==> src/rtl/puf_eval_ctrl_if.sv <==
`default_nettype none
// ============================================================================
// Module   : puf_eval_ctrl_if
// Brief    : Bundle of request/response and PUF-bank nets between the
//            evaluation controller, its requester and the PUF array.
// Revision : 1.0 - initial release
// ============================================================================
interface puf_eval_ctrl_if #(
  parameter int N_BITS = 8
);
  logic              req;
  logic [N_BITS-1:0] puf_out;
  logic              puf_reset;
  logic              puf_start;
  logic              busy;
  logic              done;
  logic [N_BITS-1:0] response;
  logic [N_BITS-1:0] unstable;

  // Requester / PUF-bank side
  modport master (
    output req, puf_out,
    input  puf_reset, puf_start, busy, done, response, unstable
  );

  // Controller side
  modport slave (
    input  req, puf_out,
    output puf_reset, puf_start, busy, done, response, unstable
  );
endinterface
`default_nettype wire

==> src/rtl/puf_eval_ctrl.sv <==
`default_nettype none
// ============================================================================
// Module   : puf_eval_ctrl
// Brief    : Sequences a latch-based PUF bank through repeated
//            clear/arm/run/sample evaluations, majority-votes each cell and
//            flags cells whose votes were not unanimous.
// Revision : 1.0 - initial release
// ============================================================================
module puf_eval_ctrl #(
  parameter int N_BITS    = 8,
  parameter int N_EVAL    = 5,
  parameter int RESET_CYC = 4,
  parameter int SETTLE    = 10
) (
  input  logic             clk,
  input  logic             reset,
  puf_eval_ctrl_if.slave   bus
);

  localparam int c_VOTE_W  = $clog2(N_EVAL + 1);
  localparam int c_CYC_MAX = (RESET_CYC > SETTLE) ? RESET_CYC : SETTLE;
  localparam int c_CYC_W   = $clog2(c_CYC_MAX + 1);

  localparam logic [c_CYC_W-1:0]  c_CLR_LAST  = c_CYC_W'(RESET_CYC - 1);
  localparam logic [c_CYC_W-1:0]  c_RUN_LAST  = c_CYC_W'(SETTLE - 1);
  localparam logic [c_VOTE_W-1:0] c_EVAL_LAST = c_VOTE_W'(N_EVAL - 1);
  localparam logic [c_VOTE_W-1:0] c_EVAL_FULL = c_VOTE_W'(N_EVAL);
  localparam logic [c_VOTE_W-1:0] c_HALF      = c_VOTE_W'(N_EVAL / 2);

  localparam logic [2:0] S_IDLE   = 3'd0;
  localparam logic [2:0] S_CLEAR  = 3'd1;
  localparam logic [2:0] S_ARM    = 3'd2;
  localparam logic [2:0] S_RUN    = 3'd3;
  localparam logic [2:0] S_SAMPLE = 3'd4;
  localparam logic [2:0] S_DONE   = 3'd5;

  logic [2:0]          r_state;
  logic [2:0]          w_state_next;
  logic [c_CYC_W-1:0]  r_cyc;
  logic [c_VOTE_W-1:0] r_eval;
  logic [c_VOTE_W-1:0] r_vote      [N_BITS];
  logic [c_VOTE_W-1:0] w_vote_next [N_BITS];
  logic [N_BITS-1:0]   r_sync1, r_sync2;
  logic [N_BITS-1:0]   w_resp, w_unst;
  logic [N_BITS-1:0]   r_response, r_unstable;
  logic                w_last, w_accept;
  logic                w_puf_reset, w_puf_start, w_busy, w_done;
  logic                r_puf_reset, r_puf_start, r_busy, r_done;

  assign w_last   = (r_eval == c_EVAL_LAST);
  assign w_accept = (r_state == S_IDLE) && bus.req;

  // Two-flop synchronizer for the asynchronous cell outputs
  always_ff @(posedge clk) begin
    if (reset) begin
      r_sync1 <= '0;
      r_sync2 <= '0;
    end else begin
      r_sync1 <= bus.puf_out;
      r_sync2 <= r_sync1;
    end
  end

  // State register
  always_ff @(posedge clk) begin
    if (reset) r_state <= S_IDLE;
    else       r_state <= w_state_next;
  end

  // Next-state decode
  always_comb begin
    w_state_next = r_state;
    case (r_state)
      S_IDLE:   if (bus.req) w_state_next = S_CLEAR;
      S_CLEAR:  if (r_cyc == c_CLR_LAST) w_state_next = S_ARM;
      S_ARM:    w_state_next = S_RUN;
      S_RUN:    if (r_cyc == c_RUN_LAST) w_state_next = S_SAMPLE;
      S_SAMPLE: w_state_next = w_last ? S_DONE : S_CLEAR;
      S_DONE:   w_state_next = S_IDLE;
      default:  w_state_next = S_IDLE;
    endcase
  end

  // Outputs decoded from the next state so the registered copies line up with r_state
  always_comb begin
    w_puf_reset = (w_state_next == S_IDLE) || (w_state_next == S_CLEAR) ||
                  (w_state_next == S_DONE);
    w_puf_start = (w_state_next == S_RUN) || (w_state_next == S_SAMPLE);
    w_busy      = (w_state_next != S_IDLE);
    w_done      = (w_state_next == S_DONE);
  end

  // Output registers
  always_ff @(posedge clk) begin
    if (reset) begin
      r_puf_reset <= 1'b1;
      r_puf_start <= 1'b0;
      r_busy      <= 1'b0;
      r_done      <= 1'b0;
    end else begin
      r_puf_reset <= w_puf_reset;
      r_puf_start <= w_puf_start;
      r_busy      <= w_busy;
      r_done      <= w_done;
    end
  end

  // Dwell counter for CLEAR and RUN; restarts on every state change
  always_ff @(posedge clk) begin
    if (reset || (w_state_next != r_state)) r_cyc <= '0;
    else if ((r_state == S_CLEAR) || (r_state == S_RUN)) r_cyc <= r_cyc + 1'b1;
  end

  // Per-cell vote arithmetic and final decision
  generate
    for (genvar i = 0; i < N_BITS; i++) begin : g_bit
      assign w_vote_next[i] = r_vote[i] + c_VOTE_W'(r_sync2[i]);
      assign w_resp[i]      = (w_vote_next[i] > c_HALF);
      assign w_unst[i]      = (w_vote_next[i] != '0) && (w_vote_next[i] != c_EVAL_FULL);
    end
  endgenerate

  // Eval and vote counters: cleared on accept, accumulated in SAMPLE
  always_ff @(posedge clk) begin
    if (reset || w_accept) begin
      r_eval <= '0;
      for (int i = 0; i < N_BITS; i++) r_vote[i] <= '0;
    end else if (r_state == S_SAMPLE) begin
      r_eval <= r_eval + 1'b1;
      for (int i = 0; i < N_BITS; i++) r_vote[i] <= w_vote_next[i];
    end
  end

  // Result registers, loaded on the edge entering DONE (includes the final sample)
  always_ff @(posedge clk) begin
    if (reset) begin
      r_response <= '0;
      r_unstable <= '0;
    end else if ((r_state == S_SAMPLE) && w_last) begin
      r_response <= w_resp;
      r_unstable <= w_unst;
    end
  end

  assign bus.puf_reset = r_puf_reset;
  assign bus.puf_start = r_puf_start;
  assign bus.busy      = r_busy;
  assign bus.done      = r_done;
  assign bus.response  = r_response;
  assign bus.unstable  = r_unstable;

endmodule
`default_nettype wire
==> src/flat_wrapper.sv <==
// flat-port wrapper written by rule: the top's interface ports become plain ports
module puf_eval_ctrl_flat 
#(
  parameter int N_BITS    = 8,
  parameter int N_EVAL    = 5,
  parameter int RESET_CYC = 4,
  parameter int SETTLE    = 10
)
  (clk, reset, bus_req, bus_puf_out, bus_puf_reset, bus_puf_start, bus_busy, bus_done, bus_response, bus_unstable);
  puf_eval_ctrl_if #(.N_BITS(N_BITS)) bus_i ();
  input  logic clk;
  input  logic reset;
  input wire logic [$bits(bus_i.req)-1:0] bus_req;
  input wire logic [$bits(bus_i.puf_out)-1:0] bus_puf_out;
  output wire logic [$bits(bus_i.puf_reset)-1:0] bus_puf_reset;
  output wire logic [$bits(bus_i.puf_start)-1:0] bus_puf_start;
  output wire logic [$bits(bus_i.busy)-1:0] bus_busy;
  output wire logic [$bits(bus_i.done)-1:0] bus_done;
  output wire logic [$bits(bus_i.response)-1:0] bus_response;
  output wire logic [$bits(bus_i.unstable)-1:0] bus_unstable;
  assign bus_i.req = bus_req;
  assign bus_i.puf_out = bus_puf_out;
  assign bus_puf_reset = bus_i.puf_reset;
  assign bus_puf_start = bus_i.puf_start;
  assign bus_busy = bus_i.busy;
  assign bus_done = bus_i.done;
  assign bus_response = bus_i.response;
  assign bus_unstable = bus_i.unstable;
  puf_eval_ctrl #(.N_BITS(N_BITS), .N_EVAL(N_EVAL), .RESET_CYC(RESET_CYC), .SETTLE(SETTLE)) u_core (.clk(clk), .reset(reset), .bus(bus_i));
endmodule
==> config.mk <==
export PLATFORM = sky130hd
export DESIGN_NAME = puf_eval_ctrl_flat
export DESIGN_NICKNAME = d
export VERILOG_FILES = /design/src/rtl/puf_eval_ctrl_if.sv /design/src/rtl/puf_eval_ctrl.sv /design/src/flat_wrapper.sv
export SDC_FILE = /design/constraint.sdc
export NUM_CORES = 1
export LEC_CHECK = 0
export BUFFER_PORTS_ARGS = -buffer_cell sky130_fd_sc_hd__buf_2
export CAP_MARGIN = 10
export CORE_ASPECT_RATIO = 1.5
export CORE_MARGIN = 1.5
export CORE_UTILIZATION = 52
export DETAILED_ROUTE_END_ITERATION = 10
export PLACE_DENSITY = 0.75
export SYNTH_ARGS = -nofsm -noshare
export SYNTH_HDL_FRONTEND = slang
export SYNTH_SLANG_ARGS = --single-unit
==> constraint.sdc <==
create_clock -name clk -period 1.7 [get_ports clk]
set_input_delay 0.085 -clock clk [delete_from_list [all_inputs] [get_ports clk]]
set_output_delay 0.085 -clock clk [all_outputs]
set_load 0.02 [all_outputs]
Word level (Yosys, flattened, before mapping)
Memories as Yosys holds them, arrays and structs flattened.
Index checks and enable logic that the tools add are counted.
Widths: inputs -> output; s select.
- bits in registers: 46
- latch bits: 0
- memory bits (writable): 24
- memory bits (read-only): 0
- bits of input ports: 11
- output and inout bits: 20
- logic and storage cells: 103
- memories: 1
- memory list (memory ; words ; bits a word ; read ports ; clocked after Yosys merged registers in ; wr ports ; line ; source):
    u_core.r_vote ; 8 ; 3 ; 8 ; 0 ; 8 ; puf_eval_ctrl.sv:41 ; logic [c_VOTE_W-1:0] r_vote [N_BITS];
- $add $sub $neg: 10
- multiply operators: 0
- divide/modulo/power cells: 0
- $lt $le $gt $ge: 8
- equality and inequality tests: 20
- shift operators: 0
- muxes and demuxes: 18
- bitwise logic cells: 8
- reduce and logical (&&, ||, !) cells: 27
- operator list (operator ; count):
    $mux 3 ; 12
    $reduce_bool 3->1 ; 9
    $add 3x1->3 ; 8
    $gt 3x2->1 const B ; 8
    $ne 3x3->1 const B ; 8
    $pmux 3 s5 ; 1
    $eq 3x3->1 const B ; 4
    $logic_and 1x1->1 ; 10
    $eq 3x2->1 const B ; 3
    $or 1x1->1 ; 8
    $eq 3x1->1 const B ; 2
    $logic_not 3->1 ; 2
    $logic_or 1x1->1 ; 6
    $mux 1 ; 5
    $add 4x1->4 const B ; 1
    $eq 4x2->1 const B ; 1
    $eq 4x4->1 const B ; 1
    $add 3x1->3 const B ; 1
    $ne 3x3->1 ; 1

Logic depth before layout (Yosys ltp)
Gate-level depths: netlist of run 1.
- depth in word-level cells: 6
- gate-level depth with buffers: 7
- depth with buffers taken out: 6

Worst setup path before layout of run 1
Ideal clock, no wire load.
- path kind: flip-flop to flip-flop
- start: register u_core.r_state[1]
- end: memory u_core.r_vote[0][0] (netlist name) (enable)
- setup time: 0.381 ns
- data arrival time: 1.307 ns
- required time: 1.319 ns
- slack: 0.012 ns
- stages on the path, launching flop included: 5
- buffers on the path: 1
- period minus slack after synthesis: 1.688 ns
- path through: dfxtp_1 > buf_6 > nor2_1 > a31oi_1 > nand2_1
- RTL lines (item ; line ; source):
    start: declaration ; puf_eval_ctrl.sv:37 ; logic [2:0] r_state;
    start signal: assignment ; puf_eval_ctrl.sv:67 ; else r_state <= w_state_next;
    end: declaration ; puf_eval_ctrl.sv:41 ;

Worst setup path in the final report of run 1
- start: register u_core.r_cyc[0]
- end: register u_core.r_busy, in the netlist u_core.bus.busy
- word-level cells in the longest chain between the ends: 4
- elaborated cells on any way between the ends: 6
- classes of those cells: 2 x eq/ne; 3 x mux; 1 x reduce/logical
- RTL lines (item ; line ; source):
    start: declaration ; puf_eval_ctrl.sv:39 ; logic [c_CYC_W-1:0] r_cyc;
    start signal: assignment ; puf_eval_ctrl.sv:111 ; else if ((r_state == S_CLEAR) || (r_state == S_RUN)) r_cyc <= r_cyc + 1'b1;
    $eq 4x4->1 / $eq 4x2->1 (equally long branches) ; puf_eval_ctrl.sv:77, puf_eval_ctrl.sv:75 ;
    $mux 3 (on tied branches) ; puf_eval_ctrl.sv:77, puf_eval_ctrl.sv:75 ;
    $pmux 3 s5 (*) ; puf_eval_ctrl.sv:73 ; case (r_state)
    $reduce_bool 3->1 (*) ; puf_eval_ctrl.sv:89 ; w_busy = (w_state_next != S_IDLE);
    end signal: assignment ; puf_eval_ctrl.sv:103 ; r_busy <= w_busy;
    end: declaration ; puf_eval_ctrl.sv:48 ; logic r_puf_reset, r_puf_start, r_busy, r_done;
Mark *: on every way between the ends. The rest lies on a longest branch, timed or not.
A chain may end at the register's enable or synchronous reset.

==> results.sh, run 1 <==
export IMPL_syn_nets=292
export IMPL_nNetsFinal=340
export IMPL_synth_cells=261
export IMPL_dpl_hpwl_um=3365
export IMPL_setup_tns_ns=0
export IMPL_slew_headroom=0.7715
export IMPL_seq_power_share=0.524
export IMPL_ys_warn_count=0
export IMPL_synth_edff_count=24
export IMPL_io_pins=31
export IMPL_layout_min_cycle_time_ns=1.564
export IMPL_gr_usage_all_layers=0.1767
export IMPL_cts_clk_slew_worst_paths_ns=0.07
export IMPL_antenna_found_initial=0
export IMPL_cts_root_buf="clkbuf_8"
export IMPL_overflow=0
export IMPL_ys_flop_type="dfxtp_1"
export IMPL_grt_max_degree=25
export IMPL_setup_viol_count_final=0
export IMPL_crit_path_max_fanout=4
export IMPL_core_area_sq_um=5492
export IMPL_min_period_over_period=0.9197
export IMPL_routed_wl_um=4779
export IMPL_area_growth_pct=18.92
export IMPL_tightest_slew_ns=0.3392
export IMPL_grt_pass1_wl_um=8300
export IMPL_via_per_inst=5.154
export IMPL_place_area_sq_um=3223
export IMPL_postSynthAreaPerCell_sq_um=11.35
export IMPL_switching_share=0.2112
export IMPL_dpl_worst_slack_ns=0.05948
export IMPL_crit_type="reg2reg"
export IMPL_comb_power_share=0.074
export IMPL_cts_inserted_buffers=9
export IMPL_worstSetupEndpointType="flip-flop"
export IMPL_die_area_sq_um=6169
export IMPL_yosysTopAreaCell="dfxtp_1"
export IMPL_htree_num_levels=3
export IMPL_rows=33
export IMPL_synthTopCellsByArea="dfxtp_1 (31%), edfxtp_1 (24%), ha_1 (8.4%)"
export IMPL_rsz0062_at_grt="false"
export IMPL_synth_area_sq_um=2963
export IMPL_power_density_nw_per_um2=988.9
export IMPL_routed_via_count=1979
export IMPL_ys_ff_latch=70
export IMPL_clock_path_buffers=2
export IMPL_antenna_cells=0
export IMPL_synth_top_area_share=0.3108
export IMPL_clk_latency_ns=0.34
export IMPL_synth_seq_area_share=0.5541
export IMPL_required_ns=1.92
export IMPL_port_buffer_count=30
export IMPL_crit_path_start_kind="flip-flop"
export IMPL_clock_fmax_ghz=0.6396
export IMPL_cp_arrival_ns=1.78
export IMPL_final_hold_violation_count=0
export IMPL_ir_drop_mv=0.7317
export IMPL_grt_pass1_vias=1908
export IMPL_wl_per_cell_um=12.45
export IMPL_skew_ns=0.008298
export IMPL_drive_gt1_frac=0.2102
export IMPL_start_util=0.5395
export IMPL_p_sw_uw=735.9
export IMPL_cts_setup_buffers=0
export IMPL_power_leakage_uw=0.001416
export IMPL_yosysMostFrequentCell="dfxtp_1"
export IMPL_gp_congestion=0.8481
export IMPL_async_reset_ff_frac=0
export IMPL_first_pass_iters=4
export IMPL_dr_first_iter_drc_count=88
export IMPL_setup_ws_ns=0.1365
export IMPL_die_height_um=95.45
export IMPL_hold_path_class="in2reg"
export IMPL_max_cap_viol_count=0
export IMPL_synth_cell_types=41
export IMPL_ys_top_cells_by_count="dfxtp_1 (46), nor2_1 (34), edfxtp_1 (24), ha_1 (20), xnor2_1 (17)"
export IMPL_drc=0
export IMPL_ant_nets=0
export IMPL_outcome="completed"
export IMPL_fin_area_sq_um=3523
export IMPL_tritoncts="done"
export IMPL_internal_power_uw=2748
export IMPL_slew_viol_final=0
export IMPL_cts_sinks=70
export IMPL_fillers=440
export IMPL_die_x_um=64.63
export IMPL_clockPowerShare=0.402
## cell type report
type | instances | area, sq um | share of cell area
Clock buffer | 12 | 135.1 | 0.03835
Inverter | 4 | 15.01 | 0.004261
Sequential cell | 70 | 1643 | 0.4663
Multi-Input combinational cell | 176 | 1252 | 0.3555
Timing Repair Buffer | 48 | 317.8 | 0.09020
Clock inverter | 4 | 72.57 | 0.02060
Tap cell | 70 | 87.58 | 0.02486
## cells in the final DEF, fill, tap and decap left out, drive strengths merged, types with 4 or more instances in the layout
cell	instances
dfxtp	46
nor2	35
nand2	13
dlygate4sd3	8
buf	40
and2	16
nor2b	16
edfxtp	24
ha	20
xnor2	17
inv	4
nor3	16
a21oi	4
clkbuf	12
a311oi	8
## power by group through the flow
stage / Combinational [uW] / Sequential, uW / Clock, uW
finish: 258 / 1830 / 1400
global route: 287 / 1830 / 1510
CTS: 259 / 1830 / 1430
detailed placement: 243 / 1860 / 0
global placement: 238 / 1860 / 0
floorplan: 188 / 1860 / 0
## worst max-delay path, cell delays in order, from the launching register on
cell and delay, ns:
dfxtp_1 0.40, ha_1 0.16, and3b_1 0.21, a21o_1 0.18, a31oi_2 0.12, or3_1 0.38
## metal layers
| metal | global-route usage | part of all wire | vias up |
|---|---|---|---|
| met3 | 0.03896 | 0.026 | 10 |
| li1 | - | - | 1002 |
| met1 | 0.1977 | 0.44 | 940 |
| met2 | 0.3108 | 0.51 | 27 |
| met5 | 0 | 0 | - |
| met4 | 0.09574 | 0.024 | 0 |
## stage by stage
| stage | util | cells | hold slack, ns | power [uW] |
|---|---|---|---|---|
| after floorplan | - | 261 | 0.2132 | 2045 |
| after global placement | 0.5869 | 360 | 0.2916 | 2099 |
| after detailed placement | 0.5869 | 360 | 0.3002 | 2108 |
| after CTS | 0.6393 | 384 | 0.08435 | 3517 |
| after global routing | 0.6416 | 384 | 0.09572 | 3631 |
| final | 0.6416 | 384 | 0.09870 | 3484 |
## state kept, by name, indices dropped and copies added, names as in the netlist, 3 cells and up
signal,count
u_core.r_cyc,4
u_core.r_sync2,8
u_core.r_sync1,8
u_core.r_state,3
u_core.r_vote,24
u_core.bus.unstable,8
u_core.r_eval,3
u_core.bus.response,8
## path summary, 6_finish.rpt
kind | cells after the start | from | to | slack, ns
max | 5 | u_core.r_cyc[0]$_SDFFE_PP0P_ | u_core.bus.busy$_SDFF_PP0_ | 0.14
min | 2 | reset | u_core.bus.puf_start$_SDFF_PP0_ | 0.1
max reg2reg | 5 | u_core.r_cyc[0]$_SDFFE_PP0P_ | u_core.bus.busy$_SDFF_PP0_ | 0.14
min reg2reg | 1 | u_core.r_sync1[1]$_SDFF_PP0_ | u_core.r_sync2[1]$_SDFF_PP0_ | 0.42
## cell families (layout without fill, tap and decap cells)
logic type	after synthesis	in the layout	synth area share
compound gates	24	24	0.06588
xor+xnor	20	20	0.05912
fa+ha+maj	20	20	0.08446
buf+inv	15	68	0.02702
flops	70	70	0.5541
simple gates	112	112	0.2095
## timing repair
| action | 4_1_cts | 5_1_grt |
|---|---|---|
| endpoints found under the setup margin | 0 | 2 |
| resized for setup | 0 | 3 |
| endpoints found under the hold margin | 8 | 0 |
| hold buffers | 8 | 0 |
Power figures use the tool's default switching activity.
==> run 2, diff against run 1 <==
--- a/config.mk
+++ b/config.mk
@@ -9,9 +9,9 @@
 export CAP_MARGIN = 10
 export CORE_ASPECT_RATIO = 1.5
 export CORE_MARGIN = 1.5
-export CORE_UTILIZATION = 52
+export CORE_UTILIZATION = 60
 export DETAILED_ROUTE_END_ITERATION = 10
-export PLACE_DENSITY = 0.75
+export PLACE_DENSITY = 0.81
 export SYNTH_ARGS = -nofsm -noshare
 export SYNTH_HDL_FRONTEND = slang
 export SYNTH_SLANG_ARGS = --single-unit
==> constraint.sdc (replaced) <==
create_clock -name clk -period 1.8 [get_ports clk]
set_input_delay 0.09 -clock clk [delete_from_list [all_inputs] [get_ports clk]]
set_output_delay 0.09 -clock clk [all_outputs]
set_load 0.02 [all_outputs]
==> results.sh, run 2 (synthesis results as in run 1) <==
export IMPL_tritoncts="done"
export IMPL_dpl_hpwl_um=3634
export IMPL_ant_nets=0
export IMPL_antenna_found_initial=0
export IMPL_finalPower_uw=3073
export IMPL_max_cap_viol_count=0
export IMPL_required_ns=2.03
export IMPL_nNetsFinal=338
export IMPL_power_density_nw_per_um2=885.9
export IMPL_crit_path_max_fanout=9
export IMPL_rsz0062_at_grt="false"
export IMPL_core_area_sq_um=4771
export IMPL_die_x_um=60.38
export IMPL_regMostFlops="u_core.r_vote"
export IMPL_layout_common_cells="dfxtp_1 (46), nor2_1 (34), buf_2 (30)"
export IMPL_area_growth_pct=17.06
export IMPL_cts_root_buf="clkbuf_8"
export IMPL_wl_per_cell_um=14.07
export IMPL_grt_max_degree=25
export IMPL_routed_wl_um=5318
export IMPL_setup_tns_ns=0
export IMPL_rows=31
export IMPL_multiInputGateArea_sq_um=1246
export IMPL_largest_reg_flops=24
export IMPL_antenna_cells=0
export IMPL_drc=0
export IMPL_fillers=350
export IMPL_gp_congestion=0.7804
export IMPL_cts_inserted_buffers=9
export IMPL_grt_pass1_wl_um=8542
export IMPL_via_per_inst=5.288
export IMPL_cts_setup_buffers=0
export IMPL_cts_clk_slew_worst_paths_ns=0.07
export IMPL_clk_latency_ns=0.35
export IMPL_grt_pass1_vias=1947
export IMPL_io_pins=31
export IMPL_layout_min_cycle_time_ns=1.579
export IMPL_clock_fmax_ghz=0.6331
export IMPL_slew_headroom=0.7375
export IMPL_skew_ns=0.006473
export IMPL_rr_worst_depth=4
export IMPL_crit_path_start_kind="flip-flop"
export IMPL_gr_usage_all_layers=0.2226
export IMPL_final_hold_violation_count=0
export IMPL_cts_sinks=70
export IMPL_crit_type="reg2reg"
export IMPL_routed_via_count=1999
export IMPL_hold_slack_ns=0.1217
export IMPL_cp_arrival_ns=1.81
export IMPL_die_area_sq_um=5377
export IMPL_start_util=0.6210
export IMPL_seq_area_sq_um=1642
export IMPL_dr_first_iter_drc_count=40
export IMPL_worstSetupEndpointType="flip-flop"
export IMPL_min_path_cells=2
export IMPL_clock_path_buffers=2
export IMPL_final_common_cell="dfxtp_1"
export IMPL_tightest_slew_ns=0.3931
export IMPL_ir_drop_mv=0.7407
export IMPL_setup_viol_count_final=0
export IMPL_port_buffer_count=30
export IMPL_slew_viol_final=0
export IMPL_overflow=0
export IMPL_htree_num_levels=3
export IMPL_die_height_um=89.07
export IMPL_drive_gt1_frac=0.2019
export IMPL_outcome="completed"
export IMPL_hold_path_class="in2reg"
export IMPL_min_period_over_period=0.8775
export IMPL_power_leakage_uw=0.001397
export IMPL_first_pass_iters=4
run 2: layout make-up:
class                           instances  area share
Multi-Input combinational cell        176      0.3593
Inverter                                4    0.004329
Timing Repair Buffer                   46     0.09091
Clock buffer                           12     0.04185
Sequential cell                        70      0.4733
Clock inverter                          4    0.006493
Tap cell                               66     0.02381
run 2: repair_timing:
item                                    4_1_cts  5_1_grt
endpoints found under the setup margin        0        1
hold buffers                                  8        0
hold endpoints to repair                      8        0
resized for setup                             0        1
run 2: worst paths after layout:
| kind | slack (ns) | start | endpoint |
|---|---|---|---|
| max | 0.22 | u_core.r_state[0]$_SDFF_PP0_ | u_core.bus.busy$_SDFF_PP0_ |
| min | 0.12 | reset | u_core.bus.puf_start$_SDFF_PP0_ |
| max reg2reg | 0.22 | u_core.r_state[0]$_SDFF_PP0_ | u_core.bus.busy$_SDFF_PP0_ |
| min reg2reg | 0.44 | u_core.r_sync1[1]$_SDFF_PP0_ | u_core.r_sync2[1]$_SDFF_PP0_ |
run 2: critical path, cell delays in order, from the launching register on:
cell,delay (ns)
dfxtp_1,0.56
nor2_1,0.15
o21ai_0,0.19
a31oi_1,0.18
or3_1,0.38
run 2: power by group:
part	leakage (uW)	switching, uW	internal (uW)
Sequential	0.000635	29.0	1700
Clock	0.0000861	561	531
Combinational	0.000676	132	122
Total	0.00140	722	2350
run 2: routing by layer:
layer	routed length, um	vias up	GRT usage
met4	90	0	0.1313
met1	2088	946	0.2283
met3	254	7	0.06223
li1	-	1000	-
met5	0	-	0
met2	2884	46	0.3923
run 2: metrics by stage:
step	worst slack, ns	instance area (sq um)	std cells	utilization
3_5_place_dp	0.1388	3216	354	0.6740
3_3_place_gp	0.1828	3216	354	0.6740
5_1_grt	0.09846	3468	378	0.7270
4_1_cts	0.1138	3463	378	0.7259
6_report	0.2205	3468	378	0.7270
2_1_floorplan	0.1122	2963	261	-
==> run 3, diff against run 2 <==
--- a/config.mk
+++ b/config.mk
@@ -9,9 +9,10 @@
 export CAP_MARGIN = 10
 export CORE_ASPECT_RATIO = 1.5
 export CORE_MARGIN = 1.5
-export CORE_UTILIZATION = 60
+export CORE_UTILIZATION = 58
 export DETAILED_ROUTE_END_ITERATION = 10
-export PLACE_DENSITY = 0.81
+export PLACE_DENSITY = 0.79
+export REMOVE_ABC_BUFFERS = 1
 export SYNTH_ARGS = -nofsm -noshare
 export SYNTH_HDL_FRONTEND = slang
 export SYNTH_SLANG_ARGS = --single-unit
==> constraint.sdc (replaced) <==
create_clock -name clk -period 1.6 [get_ports clk]
set_input_delay 0.48 -clock clk [delete_from_list [all_inputs] [get_ports clk]]
set_output_delay 0.48 -clock clk [all_outputs]
set_load 0.02 [all_outputs]
==> results.sh, run 3 (synthesis results as in run 1) <==
export IMPL_dr_first_iter_drc_count=60
export IMPL_first_pass_iters=4
export IMPL_antenna_found_initial=0
export IMPL_fin_cells=378
export IMPL_crit_path_max_fanout=3
export IMPL_wl_per_cell_um=13.61
export IMPL_setup_viol_count_final=0
export IMPL_required_ns=1.85
export IMPL_layout_min_cycle_time_ns=1.529
export IMPL_cts_inserted_buffers=9
export IMPL_min_period_over_period=0.9556
export IMPL_routed_wl_um=5144
export IMPL_cpPeakStageDelay_ns=0.38
export IMPL_cts_root_buf="clkbuf_8"
export IMPL_setup_worst_path_end="u_core.bus.unstable[7]$_SDFFE_PP0P_"
export IMPL_die_area_sq_um=5555
export IMPL_cts_clk_slew_worst_paths_ns=0.07
export IMPL_gr_usage_all_layers=0.2083
export IMPL_routed_via_count=1983
export IMPL_grt_util_met1=0.2590
export IMPL_cts_setup_buffers=0
export IMPL_dp_cells=362
export IMPL_use_met3=0.05301
export IMPL_rrSetupSlack_ns=0.07
export IMPL_htree_num_levels=3
export IMPL_die_x_um=61.36
export IMPL_rows=31
export IMPL_worst_path_buf_inv=0
export IMPL_port_buffer_count=30
export IMPL_ant_nets=0
export IMPL_clock_fmax_ghz=0.6541
export IMPL_ctsHoldBuffers=0
export IMPL_overflow=0
export IMPL_gp_congestion=0.8007
export IMPL_path_cells="ha_1 -> ha_1 -> xnor2_2 -> xnor2_1 -> nor3_2 -> nor3_1"
export IMPL_place_area_sq_um=3276
export IMPL_reg2reg_from="u_core.r_vote[0][21]$_SDFFCE_PP0P_"
export IMPL_hold_path_class="in2reg"
export IMPL_power_density_nw_per_um2=1057
export IMPL_busiest_layer="met2"
export IMPL_fillers=371
export IMPL_cts_sinks=70
export IMPL_via_per_inst=5.246
export IMPL_power_leakage_uw=0.001439
export IMPL_critPathSlowestCell="edfxtp_1"
export IMPL_grt_pass1_wl_um=8528
export IMPL_area_growth_pct=19.85
export IMPL_clk_latency_ns=0.34
export IMPL_skew_ns=0.007486
export IMPL_nNetsFinal=338
export IMPL_slew_viol_final=0
export IMPL_regMostFlops="u_core.r_vote"
export IMPL_fin_area_sq_um=3551
export IMPL_drive_gt1_frac=0.2628
export IMPL_final_util=0.7266
export IMPL_rr_worst_depth=6
export IMPL_die_height_um=90.54
export IMPL_layout_common_cells="dfxtp_1 (44), nor2_1 (33), buf_2 (30)"
export IMPL_cp_arrival_ns=1.78
export IMPL_max_cap_viol_count=0
export IMPL_dpl_hpwl_um=3474
export IMPL_start_util=0.6062
export IMPL_antenna_cells=0
export IMPL_outcome="completed"
export IMPL_final_common_cell="dfxtp_1"
export IMPL_grt_use_met2=0.3245
export IMPL_crit_start="u_core.r_vote[0][21]$_SDFFCE_PP0P_"
export IMPL_cp_num_cells=6
export IMPL_crit_path_start_kind="flip-flop"
export IMPL_grt_pass1_vias=1943
export IMPL_largest_reg_flops=24
export IMPL_io_pins=31
export IMPL_clock_path_buffers=2
export IMPL_tritoncts="done"
export IMPL_core_area_sq_um=4887
export IMPL_crit_path_frequent_cell="ha_1"
export IMPL_slew_headroom=0.7291
export IMPL_rr_endpoint="u_core.bus.unstable[7]$_SDFFE_PP0P_"
export IMPL_worstSetupEndpointType="flip-flop"
export IMPL_drc=0
export IMPL_grt_max_degree=25
export IMPL_crit_type="reg2reg"
export IMPL_final_hold_violation_count=0
export IMPL_tightest_slew_ns=0.4059
export IMPL_path_delay_family="adder cells"
export IMPL_ir_drop_mv=0.9592
[run 3: cell type report]
| class | instances | area (sq um) | area share |
|---|---|---|---|
| clock inverters | 7 | 87.58 | 0.02467 |
| inverters | 4 | 15.01 | 0.004228 |
| repair buffers | 46 | 295.3 | 0.08316 |
| flip-flops and latches | 70 | 1644 | 0.4630 |
| clock buffers | 9 | 123.9 | 0.03488 |
| multi-input cells | 176 | 1303 | 0.3668 |
| well taps | 66 | 82.58 | 0.02326 |
[run 3: per-stage QoR]
| stage | total power [uW] | TNS, ns | worst slack [ns] | hold WS [ns] |
|---|---|---|---|---|
| floorplan | 2155 | -4.127 | -0.1720 | 0.4138 |
| global placement | 2256 | 0 | 0.02228 | 0.4177 |
| detailed placement | 2264 | -0.005702 | -0.005702 | 0.4242 |
| CTS | 3769 | 0 | 0.02208 | 0.3365 |
| global route | 3899 | -0.04760 | -0.03204 | 0.3504 |
| finish | 3752 | 0 | 0.07109 | 0.3483 |
[run 3: metal layers]
layer / vias up / share of wire
met5: - / 0
met3: 10 / 0.028
met2: 31 / 0.48
li1: 1004 / -
met4: 0 / 0.025
met1: 938 / 0.46
[run 3: what timing repair did]
item | CTS | global route
setup endpoints to repair | 1 | 28
hold endpoints to repair | 0 | 0
resized for setup | 1 | 11
[run 3: report_power, final]
part | total, uW | switching, uW | internal (uW)
sequential | 1940 | 30.8 | 1910
clock | 1510 | 642 | 869
combinational | 300 | 157 | 143
[run 3: worst min path at each step]
stage | to | cells after the start | from
6_report | u_core.r_sync1[6]$_SDFF_PP0_ | 2 | bus_puf_out[6]
5_1_grt | u_core.r_sync1[7]$_SDFF_PP0_ | 2 | bus_puf_out[7]
4_1_cts | u_core.r_sync1[1]$_SDFF_PP0_ | 2 | bus_puf_out[1]
3_5_place_dp | u_core.r_sync2[1]$_SDFF_PP0_ | 1 | u_core.r_sync1[1]$_SDFF_PP0_
3_3_place_gp | u_core.r_sync2[2]$_SDFF_PP0_ | 1 | u_core.r_sync1[2]$_SDFF_PP0_
2_1_floorplan | u_core.r_sync2[0]$_SDFF_PP0_ | 1 | u_core.r_sync1[0]$_SDFF_PP0_
